## src/rtl/mem_arbiter_pkg.sv

```systemverilog
// Shared constants for the memory arbiter: requester IDs, access size codes,
// default order-FIFO depth and the lock-state encoding.
package mem_arbiter_pkg;

    localparam int DEFAULT_DEPTH = 2;

    localparam logic REQ_INST = 1'b0;
    localparam logic REQ_DATA = 1'b1;

    localparam logic [1:0] SIZE_BYTE = 2'd0;
    localparam logic [1:0] SIZE_HALF = 2'd1;
    localparam logic [1:0] SIZE_WORD = 2'd2;

    typedef enum logic [1:0] {
        ARB_OPEN      = 2'd0,
        ARB_HOLD_INST = 2'd1,
        ARB_HOLD_DATA = 2'd2
    } arb_state_t;

    function automatic arb_state_t hold_state(input logic id);
        return (id == REQ_DATA) ? ARB_HOLD_DATA : ARB_HOLD_INST;
    endfunction

endpackage

```

## src/rtl/mem_arbiter_if.sv

```systemverilog
// Bundle of the two requester ports and the shared downstream memory port.
// slave = arbiter view, master = the cores and memory around it.
interface mem_arbiter_if;

    logic        inst_req;
    logic [31:0] inst_addr;
    logic        inst_addr_ok;
    logic        inst_data_ok;

    logic        data_req;
    logic        data_wr;
    logic [1:0]  data_size;
    logic [3:0]  data_wstrb;
    logic [31:0] data_addr;
    logic [31:0] data_wdata;
    logic        data_addr_ok;
    logic        data_data_ok;

    logic [31:0] rsp_rdata;

    logic        mem_req;
    logic        mem_wr;
    logic [1:0]  mem_size;
    logic [3:0]  mem_wstrb;
    logic [31:0] mem_addr;
    logic [31:0] mem_wdata;
    logic        mem_addr_ok;
    logic        mem_data_ok;
    logic [31:0] mem_rdata;

    modport slave (
        input  inst_req, inst_addr,
        input  data_req, data_wr, data_size, data_wstrb, data_addr, data_wdata,
        input  mem_addr_ok, mem_data_ok, mem_rdata,
        output inst_addr_ok, inst_data_ok, data_addr_ok, data_data_ok, rsp_rdata,
        output mem_req, mem_wr, mem_size, mem_wstrb, mem_addr, mem_wdata
    );

    modport master (
        output inst_req, inst_addr,
        output data_req, data_wr, data_size, data_wstrb, data_addr, data_wdata,
        output mem_addr_ok, mem_data_ok, mem_rdata,
        input  inst_addr_ok, inst_data_ok, data_addr_ok, data_data_ok, rsp_rdata,
        input  mem_req, mem_wr, mem_size, mem_wstrb, mem_addr, mem_wdata
    );

endinterface

```

## src/rtl/mem_arb_order_fifo.sv

```systemverilog
// In-order record of which requester owns each outstanding transaction.
// The caller never pushes when full nor pops when empty.
module mem_arb_order_fifo #(
    parameter int DEPTH = 2
) (
    input  logic clk,
    input  logic reset,
    input  logic push,
    input  logic push_id,
    input  logic pop,
    output logic full,
    output logic empty,
    output logic head
);

    localparam int AW = $clog2(DEPTH);

    logic [DEPTH-1:0] slots;
    logic [AW-1:0]    wr_ptr;
    logic [AW-1:0]    rd_ptr;
    logic [AW:0]      count;

    // DEPTH is a power of two, so the pointers wrap on natural overflow
    always_ff @(posedge clk or posedge reset) begin
        if (reset) begin
            slots  <= '0;
            wr_ptr <= '0;
            rd_ptr <= '0;
            count  <= '0;
        end else begin
            if (push) begin
                slots[wr_ptr] <= push_id;
                wr_ptr        <= wr_ptr + AW'(1);
            end
            if (pop)
                rd_ptr <= rd_ptr + AW'(1);
            case ({push, pop})
                2'b10:   count <= count + (AW+1)'(1);
                2'b01:   count <= count - (AW+1)'(1);
                default: count <= count;
            endcase
        end
    end

    assign full  = (count == (AW+1)'(DEPTH));
    assign empty = (count == '0);
    assign head  = slots[rd_ptr];

endmodule

```

## src/rtl/mem_arbiter.sv

```systemverilog
// Two-requester (fetch / load-store) arbiter onto one pipelined memory port.
// Define MEM_ARB_RR_EN for round-robin tie-breaking instead of fixed data priority.
module mem_arbiter
    import mem_arbiter_pkg::*;
#(
    parameter int DEPTH = DEFAULT_DEPTH
) (
    input  logic           clk,
    input  logic           reset,
    mem_arbiter_if.slave   bus,
    output logic           err
);

    arb_state_t state, state_nxt;

    logic sel;
    logic sel_open;
    logic req_sel;
    logic mem_req_int;
    logic push;
    logic pop;
    logic full;
    logic empty;
    logic head;

`ifdef MEM_ARB_RR_EN
    logic last_acc;

    always_ff @(posedge clk or posedge reset) begin
        if (reset)
            last_acc <= REQ_INST;
        else if (push)
            last_acc <= sel;
    end

    // a tie goes to whoever was not accepted last; reset favours data
    always_comb begin
        if (bus.data_req && bus.inst_req)
            sel_open = (last_acc == REQ_DATA) ? REQ_INST : REQ_DATA;
        else
            sel_open = bus.data_req ? REQ_DATA : REQ_INST;
    end
`else
    assign sel_open = bus.data_req ? REQ_DATA : REQ_INST;
`endif

    always_ff @(posedge clk or posedge reset) begin
        if (reset)
            state <= ARB_OPEN;
        else
            state <= state_nxt;
    end

    // an offered-but-refused request pins selection until memory takes it
    always_comb begin
        state_nxt = state;
        sel       = sel_open;
        case (state)
            ARB_HOLD_INST: sel = REQ_INST;
            ARB_HOLD_DATA: sel = REQ_DATA;
            default:       sel = sel_open;
        endcase

        req_sel     = (sel == REQ_DATA) ? bus.data_req : bus.inst_req;
        mem_req_int = req_sel && !full && !reset;
        push        = mem_req_int && bus.mem_addr_ok;

        case (state)
            ARB_OPEN: if (mem_req_int && !bus.mem_addr_ok) state_nxt = hold_state(sel);
            default:  if (push || !req_sel) state_nxt = ARB_OPEN;
        endcase
    end

    always_comb begin
        bus.mem_req   = mem_req_int;
        bus.mem_wr    = 1'b0;
        bus.mem_size  = 2'd0;
        bus.mem_wstrb = 4'd0;
        bus.mem_addr  = 32'd0;
        bus.mem_wdata = 32'd0;
        if (!reset) begin
            if (sel == REQ_DATA) begin
                bus.mem_wr    = bus.data_wr;
                bus.mem_size  = bus.data_size;
                bus.mem_wstrb = bus.data_wstrb;
                bus.mem_addr  = bus.data_addr;
                bus.mem_wdata = bus.data_wdata;
            end else begin
                bus.mem_size  = SIZE_WORD;
                bus.mem_addr  = bus.inst_addr;
            end
        end
    end

    // a response never pairs with this cycle's acceptance: pop needs a prior entry
    assign pop              = bus.mem_data_ok && !empty;
    assign bus.inst_addr_ok = push && (sel == REQ_INST);
    assign bus.data_addr_ok = push && (sel == REQ_DATA);
    assign bus.inst_data_ok = pop && (head == REQ_INST);
    assign bus.data_data_ok = pop && (head == REQ_DATA);
    assign bus.rsp_rdata    = bus.mem_rdata;

    always_ff @(posedge clk or posedge reset) begin
        if (reset)
            err <= 1'b0;
        else if (bus.mem_data_ok && empty)
            err <= 1'b1;
    end

    mem_arb_order_fifo #(.DEPTH(DEPTH)) u_order (
        .clk     (clk),
        .reset   (reset),
        .push    (push),
        .push_id (sel),
        .pop     (pop),
        .full    (full),
        .empty   (empty),
        .head    (head)
    );

endmodule

```

## src/flat_wrapper.sv

```systemverilog
// flat-port wrapper written by rule: the top's interface ports become plain ports
module mem_arbiter_flat import mem_arbiter_pkg::*;
#(
    parameter int DEPTH = DEFAULT_DEPTH
)
  (clk, reset, err, bus_inst_req, bus_inst_addr, bus_data_req, bus_data_wr, bus_data_size, bus_data_wstrb, bus_data_addr, bus_data_wdata, bus_mem_addr_ok, bus_mem_data_ok, bus_mem_rdata, bus_inst_addr_ok, bus_inst_data_ok, bus_data_addr_ok, bus_data_data_ok, bus_rsp_rdata, bus_mem_req, bus_mem_wr, bus_mem_size, bus_mem_wstrb, bus_mem_addr, bus_mem_wdata);
  mem_arbiter_if bus_i ();
  input  logic clk;
  input  logic reset;
  output logic err;
  input wire logic [$bits(bus_i.inst_req)-1:0] bus_inst_req;
  input wire logic [$bits(bus_i.inst_addr)-1:0] bus_inst_addr;
  input wire logic [$bits(bus_i.data_req)-1:0] bus_data_req;
  input wire logic [$bits(bus_i.data_wr)-1:0] bus_data_wr;
  input wire logic [$bits(bus_i.data_size)-1:0] bus_data_size;
  input wire logic [$bits(bus_i.data_wstrb)-1:0] bus_data_wstrb;
  input wire logic [$bits(bus_i.data_addr)-1:0] bus_data_addr;
  input wire logic [$bits(bus_i.data_wdata)-1:0] bus_data_wdata;
  input wire logic [$bits(bus_i.mem_addr_ok)-1:0] bus_mem_addr_ok;
  input wire logic [$bits(bus_i.mem_data_ok)-1:0] bus_mem_data_ok;
  input wire logic [$bits(bus_i.mem_rdata)-1:0] bus_mem_rdata;
  output wire logic [$bits(bus_i.inst_addr_ok)-1:0] bus_inst_addr_ok;
  output wire logic [$bits(bus_i.inst_data_ok)-1:0] bus_inst_data_ok;
  output wire logic [$bits(bus_i.data_addr_ok)-1:0] bus_data_addr_ok;
  output wire logic [$bits(bus_i.data_data_ok)-1:0] bus_data_data_ok;
  output wire logic [$bits(bus_i.rsp_rdata)-1:0] bus_rsp_rdata;
  output wire logic [$bits(bus_i.mem_req)-1:0] bus_mem_req;
  output wire logic [$bits(bus_i.mem_wr)-1:0] bus_mem_wr;
  output wire logic [$bits(bus_i.mem_size)-1:0] bus_mem_size;
  output wire logic [$bits(bus_i.mem_wstrb)-1:0] bus_mem_wstrb;
  output wire logic [$bits(bus_i.mem_addr)-1:0] bus_mem_addr;
  output wire logic [$bits(bus_i.mem_wdata)-1:0] bus_mem_wdata;
  assign bus_i.inst_req = bus_inst_req;
  assign bus_i.inst_addr = bus_inst_addr;
  assign bus_i.data_req = bus_data_req;
  assign bus_i.data_wr = bus_data_wr;
  assign bus_i.data_size = bus_data_size;
  assign bus_i.data_wstrb = bus_data_wstrb;
  assign bus_i.data_addr = bus_data_addr;
  assign bus_i.data_wdata = bus_data_wdata;
  assign bus_i.mem_addr_ok = bus_mem_addr_ok;
  assign bus_i.mem_data_ok = bus_mem_data_ok;
  assign bus_i.mem_rdata = bus_mem_rdata;
  assign bus_inst_addr_ok = bus_i.inst_addr_ok;
  assign bus_inst_data_ok = bus_i.inst_data_ok;
  assign bus_data_addr_ok = bus_i.data_addr_ok;
  assign bus_data_data_ok = bus_i.data_data_ok;
  assign bus_rsp_rdata = bus_i.rsp_rdata;
  assign bus_mem_req = bus_i.mem_req;
  assign bus_mem_wr = bus_i.mem_wr;
  assign bus_mem_size = bus_i.mem_size;
  assign bus_mem_wstrb = bus_i.mem_wstrb;
  assign bus_mem_addr = bus_i.mem_addr;
  assign bus_mem_wdata = bus_i.mem_wdata;
  mem_arbiter #(.DEPTH(DEPTH)) u_core (.clk(clk), .reset(reset), .bus(bus_i), .err(err));
endmodule
```

## config.mk

```make
export PLATFORM = sky130hd
export DESIGN_NAME = mem_arbiter_flat
export DESIGN_NICKNAME = d
export VERILOG_FILES = /design/src/rtl/mem_arbiter_pkg.sv /design/src/rtl/mem_arbiter_if.sv /design/src/rtl/mem_arb_order_fifo.sv /design/src/rtl/mem_arbiter.sv /design/src/flat_wrapper.sv
export SDC_FILE = /design/constraint.sdc
export NUM_CORES = 1
export LEC_CHECK = 0
export BUFFER_PORTS_ARGS = -buffer_cell sky130_fd_sc_hd__buf_2
export CAP_MARGIN = 20
export CORE_AREA = 2 2 96 98
export CTS_CLUSTER_SIZE = 8
export DETAILED_ROUTE_END_ITERATION = 12
export DIE_AREA = 0 0 98 100
export GPL_ROUTABILITY_DRIVEN = 0
export SLEW_MARGIN = 10
export SYNTH_ARGS = -nofsm -noshare
export SYNTH_HDL_FRONTEND = slang
export SYNTH_SLANG_ARGS = --single-unit
```

## constraint.sdc

```tcl
create_clock -name clk -period 3.3 [get_ports clk]
set_input_delay 0.165 -clock clk [delete_from_list [all_inputs] [get_ports clk]]
set_output_delay 0.165 -clock clk [all_outputs]
set_load 0.02 [all_outputs]
```

==> impl_metrics.toml, run 1 <==
[synth]
ys_top_cells_by_area = "nand2_1, buf_4, and3_1, dfrtp_1, a21oi_1"
syn_area_sq_mm = 0.001574
synthesis.instances = 243
ys_warn_count = 0
synthesis.nets = 386
synth_top_area_cell = "nand2_1"
synth_ff_type = "dfrtp_1"
syn_area_per_cell_sq_um = 6.477
synth_cell_types = 36
async_reset_ff_share_pct = 100.0
synth_sequential_area_ratio_pct = 14.31
synth_top_area_share_pct = 16.22
synth.ff_latch_count = 9
synth_edf_count = 0

[timing]
maxClockFrequency_ghz = 0.4050
setup_total_negative_slack_ns = 0
holdWs_ns = 0.2001
final_period_minus_worst_setup_slack_ns = 2.469
worst_slew_pin_slew_ns = 0.6561
skew_ns = 0.0009179
finalWorstSetupSlack_ns = 0.8311
timing.final.setup_violations = 0
grt_setup_unrepaired = "no"
timing.slew.headroom_pct = 56.21
timing.final.max_slew_violations = 0
final_hold_fails = 0
period_share_pct = 74.81

[floorplanning]
initial_utilization_pct = 17.71
floorplan.core_area_sq_mm = 0.008890
die-width_um = 98
floorplan.rows = 35
die_area_sq_mm = 0.009800
floorplan.die.height_um = 100
top_level_ports = 250

[route]
routed_wire_length_per_instance_um = 11.55
dr_vias = 2115
routed_via_density = 4.264
number_of_remaining_drc_errors = 0
wirelength_um = 5729
detail-route-antenna-nets = 0
drt-pass1-iter-count = 4
first_iter_violations = 39

[clocking]
post-cts-setup-buffers = 0
cts_num_sinks = 9
cts_clock_pin_slew_for_the_worst_setup_and_hold_paths_ns = 0.05
clk_latency_worst_skew_pair_ns = 0.24
numCtsBuffers = 3
clockBufferDepth = 2
cts_tree = "built"
clock_tree.root_cell = "clkbuf_8"
ctsHoldBuffers = 0
post_cts_resized = 0
htree_levels = 1

[worst_setup_path]
timing.reg2reg.worst_path_depth = 5
critical_path.endpoint_type = "output port"
critical_path.cell_chain = "inv_1 > ha_1 > mux2_4 > nand2_1 > a21oi_1 > buf_2"
crit_required_ns = 3.13
worst-path-max-fanout = 73
crit_slowest_cell = "mux2_4"
start_kind = "register"
setup.worst_path.class = "reg -> out"
critical_path_arrival_ns = 2.30
worst_path_largest_cell_delay_ns = 0.63

[layout]
antenna_cells = 0
area_taken_by_multi_input_logic_gates_sq_mm = 0.001005
syn2layout_area_growth_pct = 50.87
area_taken_by_flip_flops_and_latches_sq_um = 225.2
fillers = 993
design_area_sq_mm = 0.002375
nNetsFinal = 529
final_layout_size_suffix_gt1_share_pct = 52.73

[grt]
grt_pass1_vias = 1860
grt_util_all_layers_pct = 10.47
grt_start_max_net_pins = 74
global_route_wire_length_before_repair_um = 8576
residual_overflow_from_global_routing = 0
grt_antenna_before_repair = 0

[placement]
dpl_worst_slack_ns = 1.047
placedInstanceArea_sq_mm = 0.002328
io_buffers = 185
hpwl_um = 4524

[outcome]
run_status = "complete, no violations"

[min_path]
hp-class = "in -> reg"
hold_path_depth = 2

[power_and_ir_drop]
cellLeakagePower_uw = 0.001496
power_density_mw_per_mm2 = 557.6
vdd.ir_drop.worst_mv = 0.5243

[job]
drv_cap = 0
area by class of cell:
class / instances / share of cell area [%]
clock buffers: 3 / 1.739
clock inverters: 1 / 0.2107
inverters: 3 / 0.4742
multi-input cells: 181 / 42.31
flip-flops and latches: 9 / 9.484
well taps: 111 / 5.848
repair buffers: 188 / 39.94
worst max-delay path, delay by kind of cell (launching register included):
kind	cells	cell delay [ns]
buf+inv	2	0.27
flops	1	0.37
compound gates	1	0.21
fa+ha+maj	1	0.45
simple gates	1	0.11
mux	1	0.63
sequential cells by signal, indices dropped and copies added, names as in the netlist:
register,flops
u_core.u_order.slots,2
u_core.u_order.rd_ptr,1
u_core.err,1
u_core.state,2
u_core.u_order.wr_ptr,1
u_core.u_order.count,2
report_power, final:
group          switching (uW)  internal, uW
clock network            51.5          82.9
registers                40.9           153
logic                     629           367
cell families (layout without fill, tap and decap cells):
logic type | Yosys count | in the layout | share of synthesized area (%)
buf+inv | 53 | 195 | 22.42
flops | 9 | 9 | 14.31
fa+ha+maj | 2 | 2 | 1.590
xor+xnor | 3 | 3 | 1.670
mux | 5 | 5 | 3.815
compound gates | 46 | 46 | 18.36
simple gates | 125 | 125 | 37.84
cell usage after synthesis (all sizes together) (2+ instances only):
master / number
inv: 3
dfrtp: 9
mux2i: 3
nand2: 68
buf: 39
nor3: 2
mux2: 2
nor2: 9
clkbuf: 11
a21oi: 32
nor2b: 3
and3: 38
o22ai: 3
ha: 2
xnor2: 2
o31ai: 2
a22oi: 2
cell usage in the layout (no fill, tap or decap):
cell type,count
a21boi_2,1
a21o_1,1
a21oi_1,27
a21oi_2,5
a22oi_1,2
a2bb2oi_2,1
a31oi_1,1
and3_1,38
and3b_1,1
buf_2,185
buf_4,3
clkbuf_8,3
clkinv_2,1
dfrtp_1,9
ha_1,2
inv_1,3
mux2_2,1
mux2_4,1
mux2i_1,2
mux2i_4,1
nand2_1,68
nand2b_1,1
nand3_2,1
nand4_1,1
nor2_1,9
nor2b_1,3
nor3_1,2
nor4b_1,1
o211ai_1,1
o21ai_0,1
o22ai_1,3
o2bb2ai_1,1
o31ai_1,2
xnor2_1,2
xor2_1,1
layer usage:
layer,vias to the layer above,share of wire (%),track usage (%)
li1,1071,-,-
met1,922,40,12.91
met4,0,1.6,3.312
met3,9,9.4,2.228
met2,113,49,18.28
met5,-,0,0
per-stage QoR:
step	util (%)	total power, uW	instances
finish	26.71	1324	496
global route	26.71	1449	496
CTS	26.71	1340	496
detailed placement	26.19	1202	492
global placement	26.19	1178	492
floorplan	-	982.2	243
path summary, 6_finish.rpt:
| kind | start | endpoint | slack (ns) |
|---|---|---|---|
| worst max-delay path | u_core.state[0] | bus_mem_addr[12] | 0.83 |
| worst min-delay path | bus_mem_data_ok | u_core.u_order.count[1] | 0.20 |
| worst max register to register | u_core.state[0] | u_core.state[1] | 1.35 |
| worst min register to register | u_core.err | u_core.err | 0.45 |
| max in group asynchronous | reset | u_core.u_order.slots[0] | 2.61 |
| min in group asynchronous | reset | u_core.u_order.count[1] | 0.51 |
(Power assumes the default switching activity.)
==> run 2, diff against run 1 <==
--- a/config.mk
+++ b/config.mk
@@ -5,6 +5,7 @@
 export SDC_FILE = /design/constraint.sdc
 export NUM_CORES = 1
 export LEC_CHECK = 0
+export ABC_AREA = 1
 export BUFFER_PORTS_ARGS = -buffer_cell sky130_fd_sc_hd__buf_2
 export CAP_MARGIN = 20
 export CORE_AREA = 2 2 96 98
==> constraint.sdc (replaced) <==
create_clock -name clk -period 2.05 [get_ports clk]
set_input_delay 0.1025 -clock clk [delete_from_list [all_inputs] [get_ports clk]]
set_output_delay 0.1025 -clock clk [all_outputs]
set_load 0.02 [all_outputs]
==> run 2 against run 1 <==
Wire length up 13%. Clock skew up 0.00057 ns. Critical path type unchanged. Worst hold slack worse by 0.098 ns. Worst setup slack worse by 0.74 ns.
==> impl_metrics.toml, run 2 <==
[outcome]
run_status = "complete, no violations"

[floorplanning]
floorplan.core_area_sq_mm = 0.008890
initial_utilization_pct = 18.28
floorplan.rows = 35
floorplan.die.height_um = 100
top_level_ports = 250
die-width_um = 98
die_area_sq_mm = 0.009800

[worst_setup_path]
critical_path_arrival_ns = 1.86
critical_path.endpoint_type = "output port"
setup.worst_path.class = "reg -> out"
reg2reg_to = "u_core.u_order.count[0]"
crit_slowest_cell = "dfrtp_1"
regToRegSetupSlack_ns = 0.43
timing.reg2reg.worst_path_depth = 10
crit_required_ns = 1.95
worst-path-buf-inv = 4
cpLargestDelayFamily = "buffers and inverters"
rr_startpoint = "u_core.state[1]"
start_kind = "register"
worst_path_largest_cell_delay_ns = 0.37
worst-path-max-fanout = 9
critical_path.cell_chain = "inv_1 > ha_4 > inv_2 > nand2_4 > nand2_8 > clkbuf_16 > nand2_1 > a21oi_1 > buf_2"

[route]
routed_via_density = 4.194
detail-route-antenna-nets = 0
wirelength_um = 6450
routed_wire_length_per_instance_um = 11.46
first_iter_violations = 57
drt-pass1-iter-count = 4
number_of_remaining_drc_errors = 0
dr_vias = 2361

[synth]
async_reset_ff_share_pct = 100.0
synthMostInstantiatedCell = "nand2_1"
ys_top_cells_by_area = "nand2_1, buf_4, dfrtp_1, nor2_1, a21oi_1"
synth_top_area_cell = "nand2_1"
synth_top_area_share_pct = 27.71
synthesis.nets = 446
synth_cell_types = 24
ys_warn_count = 0
syn_area_per_cell_sq_um = 5.364
synthesis.instances = 303
synth_ff_type = "dfrtp_1"
yosys-top-cells-count = "nand2_1, nor2_1, buf_4, a21oi_1, buf_2"
synth.ff_latch_count = 9
synth_edf_count = 0
synth_sequential_area_ratio_pct = 13.86
syn_area_sq_mm = 0.001625

[power_and_ir_drop]
cellLeakagePower_uw = 0.001585
p_sw_uw = 1402
power_frac_comb_pct = 79.3
sw_frac_of_total_pct = 55.33
cell_internal_pwr_uw = 1132
power_density_mw_per_mm2 = 967.9
share_seq_of_total_power_pct = 12.4
pwr-share-clk_pct = 8.3
vdd.ir_drop.worst_mv = 0.3366

[clocking]
cts_clock_pin_slew_for_the_worst_setup_and_hold_paths_ns = 0.05
numCtsBuffers = 3
clockBufferDepth = 2
htree_levels = 1
cts_tree = "built"
clk_latency_worst_skew_pair_ns = 0.23
cts_num_sinks = 9
clock_tree.root_cell = "clkbuf_8"

[placement]
placedInstanceArea_sq_mm = 0.002399
io_buffers = 185
hpwl_um = 4797
dpl_worst_slack_ns = 0.1408

[layout]
syn2layout_area_growth_pct = 61.05
nNetsFinal = 596
fillers = 998
final_layout_size_suffix_gt1_share_pct = 47.57
top_library_cells_by_usage_in_the_layout_fill_and_taps_aside = "buf_2, nand2_1, nor2_1"
antenna_cells = 0
layout.core_utilization_pct = 29.44
largest_registers = "u_core.state x2, u_core.u_order.count x2, u_core.u_order.slots x2"
design_area_sq_mm = 0.002618
most_common_cell_after_layout_fill_and_taps_aside = "buf_2"

[min_path]
hp-class = "in -> reg"
min_delay_worst_endpoint = "u_core.err"
hp-start = "bus_mem_data_ok"
hold_path_depth = 2

[grt]
grt_util_met2_pct = 18.70
grt_antenna_before_repair = 0
gr-usage-met3_pct = 4.109
grt_start_max_net_pins = 47
global_route_wire_length_before_repair_um = 9039
grt_pass1_vias = 2060
grt_util_all_layers_pct = 10.87
residual_overflow_from_global_routing = 0
globalRoute.busiestLayer = "met2"
met1_layer_usage_reported_by_global_route_pct = 12.80

[timing]
timing.final.max_slew_violations = 0
timing.slew.headroom_pct = 76.21
holdWs_ns = 0.1020
finalWorstSetupSlack_ns = 0.08839
worst_slew_pin_slew_ns = 0.3568
skew_ns = 0.001484
period_share_pct = 95.69
maxClockFrequency_ghz = 0.5098
final_hold_fails = 0
timing.final.setup_violations = 0
final_period_minus_worst_setup_slack_ns = 1.962

[job]
drv_cap = 0
## run 2: area by class of cell
cell class | count | area [sq um] | share of cell area (%)
Multi-Input combinational cell | 228 | 1032 | 39.44
Timing Repair Buffer | 194 | 1077 | 41.16
Timing Repair inverter | 1 | 11.26 | 0.4302
Tap cell | 111 | 138.9 | 5.306
Inverter | 16 | 87.58 | 3.346
Clock buffer | 4 | 45.04 | 1.721
Sequential cell | 9 | 225.2 | 8.604
## run 2: kinds of logic (layout without fill, tap and decap cells)
| kind of cell | count (synthesis) | count (layout) | share of synthesized area (%) |
|---|---|---|---|
| compound gates | 39 | 39 | 12.39 |
| xor+xnor | 2 | 2 | 1.078 |
| fa+ha+maj | 2 | 2 | 1.539 |
| buf+inv | 66 | 215 | 24.48 |
| flops | 9 | 9 | 13.86 |
| simple gates | 185 | 185 | 46.65 |
## run 2: metal layers
layer  share of wire [%]  up-vias
met4                0.79        0
li1                    -     1198
met5                   0        -
met3                  11        4
met1                  40     1024
met2                  48      135
## run 2: power groups by stage
| stage | clock network [uW] | logic [uW] | registers, uW |
|---|---|---|---|
| after floorplan | 0 | 1310 | 304 |
| after global placement | 0 | 1690 | 312 |
| after detailed placement | 0 | 1720 | 316 |
| after CTS | 212 | 1750 | 314 |
| after global routing | 223 | 2210 | 323 |
| final | 211 | 2010 | 315 |
## run 2: how the worst max path moves through the flow
stage	slack (ns)	end	cells past startpoint	from
floorplan	0.38	bus_mem_addr[22]	8	u_core.state[0]
global placement	0.19	bus_mem_addr[26]	8	u_core.state[0]
detailed placement	0.14	bus_mem_addr[9]	8	u_core.state[0]
CTS	0.02	bus_mem_addr[26]	8	u_core.state[1]
global route	-0.02	bus_mem_addr[5]	9	u_core.state[0]
finish	0.09	bus_mem_addr[15]	9	u_core.state[0]
## run 2: metrics by stage
step	total power (uW)	instances	TNS, ns
global route	2761	563	-0.02337
finish	2533	563	0
global placement	1998	553	0
detailed placement	2031	553	0
floorplan	1614	303	0
CTS	2273	558	0
## run 2: repair_timing
item	4_1_cts	5_1_grt
gates cloned	0	4
setup endpoints to repair	60	61
pin swaps	0	1
hold endpoints to repair	9	0
hold buffers	1	0
resized for setup	4	15
buffers inserted	0	1
==> run 3, diff against run 2 <==
--- a/config.mk
+++ b/config.mk
@@ -6,6 +6,7 @@
 export NUM_CORES = 1
 export LEC_CHECK = 0
 export ABC_AREA = 1
+export ABC_CLOCK_PERIOD_IN_PS = 2050
 export BUFFER_PORTS_ARGS = -buffer_cell sky130_fd_sc_hd__buf_2
 export CAP_MARGIN = 20
 export CORE_AREA = 2 2 96 98
@@ -13,6 +14,7 @@
 export DETAILED_ROUTE_END_ITERATION = 12
 export DIE_AREA = 0 0 98 100
 export GPL_ROUTABILITY_DRIVEN = 0
+export SETUP_SLACK_MARGIN = 0.4
 export SLEW_MARGIN = 10
 export SYNTH_ARGS = -nofsm -noshare
 export SYNTH_HDL_FRONTEND = slang
==> run 3 against run 2 <==
Worst hold slack improved by 0.0065 ns. Clock skew fell by 0.00053 ns. Power rose by 30%. Global-route usage rose by 2.0 points. Cell area rose by 25%. Utilization rose by 7.4 points. Sequential power rose by 2%. First-iteration DRC count fell by 18%. Sequential cell count did not move. Via count rose by 3.9%. Wire length rose by 8.4%. Clock-buffer cell count did not move. Largest cell class unchanged. Largest power group unchanged. Highest routed layer unchanged.
==> impl_metrics.toml, run 3 (synthesis results as in run 2) <==
[layout]
finalNonFillerCells = 578
largest_registers = "u_core.state x2, u_core.u_order.count x2, u_core.u_order.slots x2"
top_library_cells_by_usage_in_the_layout_fill_and_taps_aside = "buf_2, nand2_1, buf_4"
area_taken_by_multi_input_logic_gates_sq_mm = 0.001212
final_layout_size_suffix_gt1_share_pct = 58.67
antenna_cells = 0
layout.core_utilization_pct = 36.83
fillers = 951
area_taken_by_flip_flops_and_latches_sq_um = 225.2
syn2layout_area_growth_pct = 101.5
nNetsFinal = 611
most_common_cell_after_layout_fill_and_taps_aside = "buf_2"

[grt]
grt_util_all_layers_pct = 12.86
grt_antenna_before_repair = 0
grt_start_max_net_pins = 39
global_route_wire_length_before_repair_um = 10520
residual_overflow_from_global_routing = 0
grt_pass1_vias = 2330

[timing]
timing.final.max_slew_violations = 0
timing.slew.headroom_pct = 67.90
grt_setup_unrepaired = "yes"
maxClockFrequency_ghz = 0.5200
finalWorstSetupSlack_ns = 0.1269
period_share_pct = 93.81
setup_total_negative_slack_ns = 0
final_hold_fails = 0
worst_slew_pin_slew_ns = 0.4815
final_period_minus_worst_setup_slack_ns = 1.923
skew_ns = 0.0009540
timing.final.setup_violations = 0

[route]
detail-route-antenna-nets = 0
first_iter_violations = 47
drt-pass1-iter-count = 4
routed_wire_length_per_instance_um = 12.10
route.met2.wl_um = 3665
topRoutingLayerUsed = "met4"
routed_via_density = 4.244
drt-met1-wl_um = 2521
dr_vias = 2453
number_of_remaining_drc_errors = 0
wl_met3_um = 764
wirelength_um = 6993

[clocking]
clock_tree.root_cell = "clkbuf_8"
htree_levels = 1
clockBufferDepth = 2
cts_num_sinks = 9
cts_tree = "built"
cts_clock_pin_slew_for_the_worst_setup_and_hold_paths_ns = 0.05
clk_latency_worst_skew_pair_ns = 0.24
numCtsBuffers = 3

[outcome]
run_status = "complete, no violations"

[placement]
dpl_worst_slack_ns = 0.1933
hpwl_um = 4851
instance_count_after_placement_with_tap_cells_included = 554
io_buffers = 185

[floorplanning]
initial_utilization_pct = 18.28
top_level_ports = 250
die-width_um = 98
die_area_sq_mm = 0.009800
floorplan.rows = 35
floorplan.die.height_um = 100
floorplan.core_area_sq_mm = 0.008890

[power_and_ir_drop]
vdd.ir_drop.worst_mv = 0.3842
power_density_mw_per_mm2 = 1008
power.total_uw = 3300
cellLeakagePower_uw = 0.001762

[worst_setup_path]
start_kind = "register"
critical_path.endpoint_type = "output port"
crit_required_ns = 1.95
critical_path_arrival_ns = 1.82
setup.worst_path.class = "reg -> out"
worst-path-max-fanout = 11

[min_path]
hp-class = "in -> reg"

[job]
drv_cap = 0
-- run 3: metal layers --
layer  vias to the layer above  global-route usage (%)
met5                         -                       0
met4                         0                   1.816
met3                         8                   4.387
met2                       143                   25.13
met1                      1078                   13.60
li1                       1224                       -
-- run 3: final cells by class --
| type | instances | share of cell area [%] |
|---|---|---|
| Clock buffer | 4 | 1.376 |
| Inverter | 16 | 2.369 |
| Multi-Input combinational cell | 228 | 37.03 |
| Sequential cell | 9 | 6.878 |
| Tap cell | 111 | 4.241 |
| Timing Repair Buffer | 209 | 47.92 |
| Timing Repair inverter | 1 | 0.1911 |
-- run 3: through the flow --
stage	hold WS [ns]	cell area, sq um
after floorplan	0.2005	1697
after global placement	0.06130	2490
after detailed placement	0.06990	2490
after CTS	0.1091	3034
after global routing	0.1120	3274
final	0.1085	3274
-- run 3: path summary, 6_finish.rpt --
path / start / end / slack [ns] / cells past startpoint
min in group asynchronous: reset / u_core.u_order.slots[1] / 0.48 / 3
setup / recovery: u_core.state[1] / bus_mem_wdata[31] / 0.13 / 8
max in group asynchronous: reset / u_core.state[0] / 1.28 / 3
setup reg to reg: u_core.state[1] / u_core.u_order.count[1] / 0.39 / 11
hold reg to reg: u_core.err / u_core.err / 0.45 / 1
hold / removal: bus_mem_data_ok / u_core.err / 0.11 / 2
-- run 3: where the power goes --
part           internal, uW  total, uW  switching, uW
clock                   136        211           75.2
sequential              253        322           68.8
combinational          1310       2770           1460
-- run 3: critical path, cell delays in order, from the launching register on --
cell       delay (ns)
dfrtp_1          0.38
inv_2            0.06
ha_4             0.27
nand2_2          0.10
nand2_8          0.14
inv_16           0.06
bufbuf_16        0.29
nor2_1           0.12
buf_4            0.16
-- run 3: repair_timing --
action                                 4_1_cts  5_1_grt
setup endpoints to repair                   74       81
endpoints found under the hold margin        9        0
pin swaps                                    5        9
resized for setup                          107       41
hold buffers                                 1        0
setup buffers                                7        5
gates cloned                                 5        2
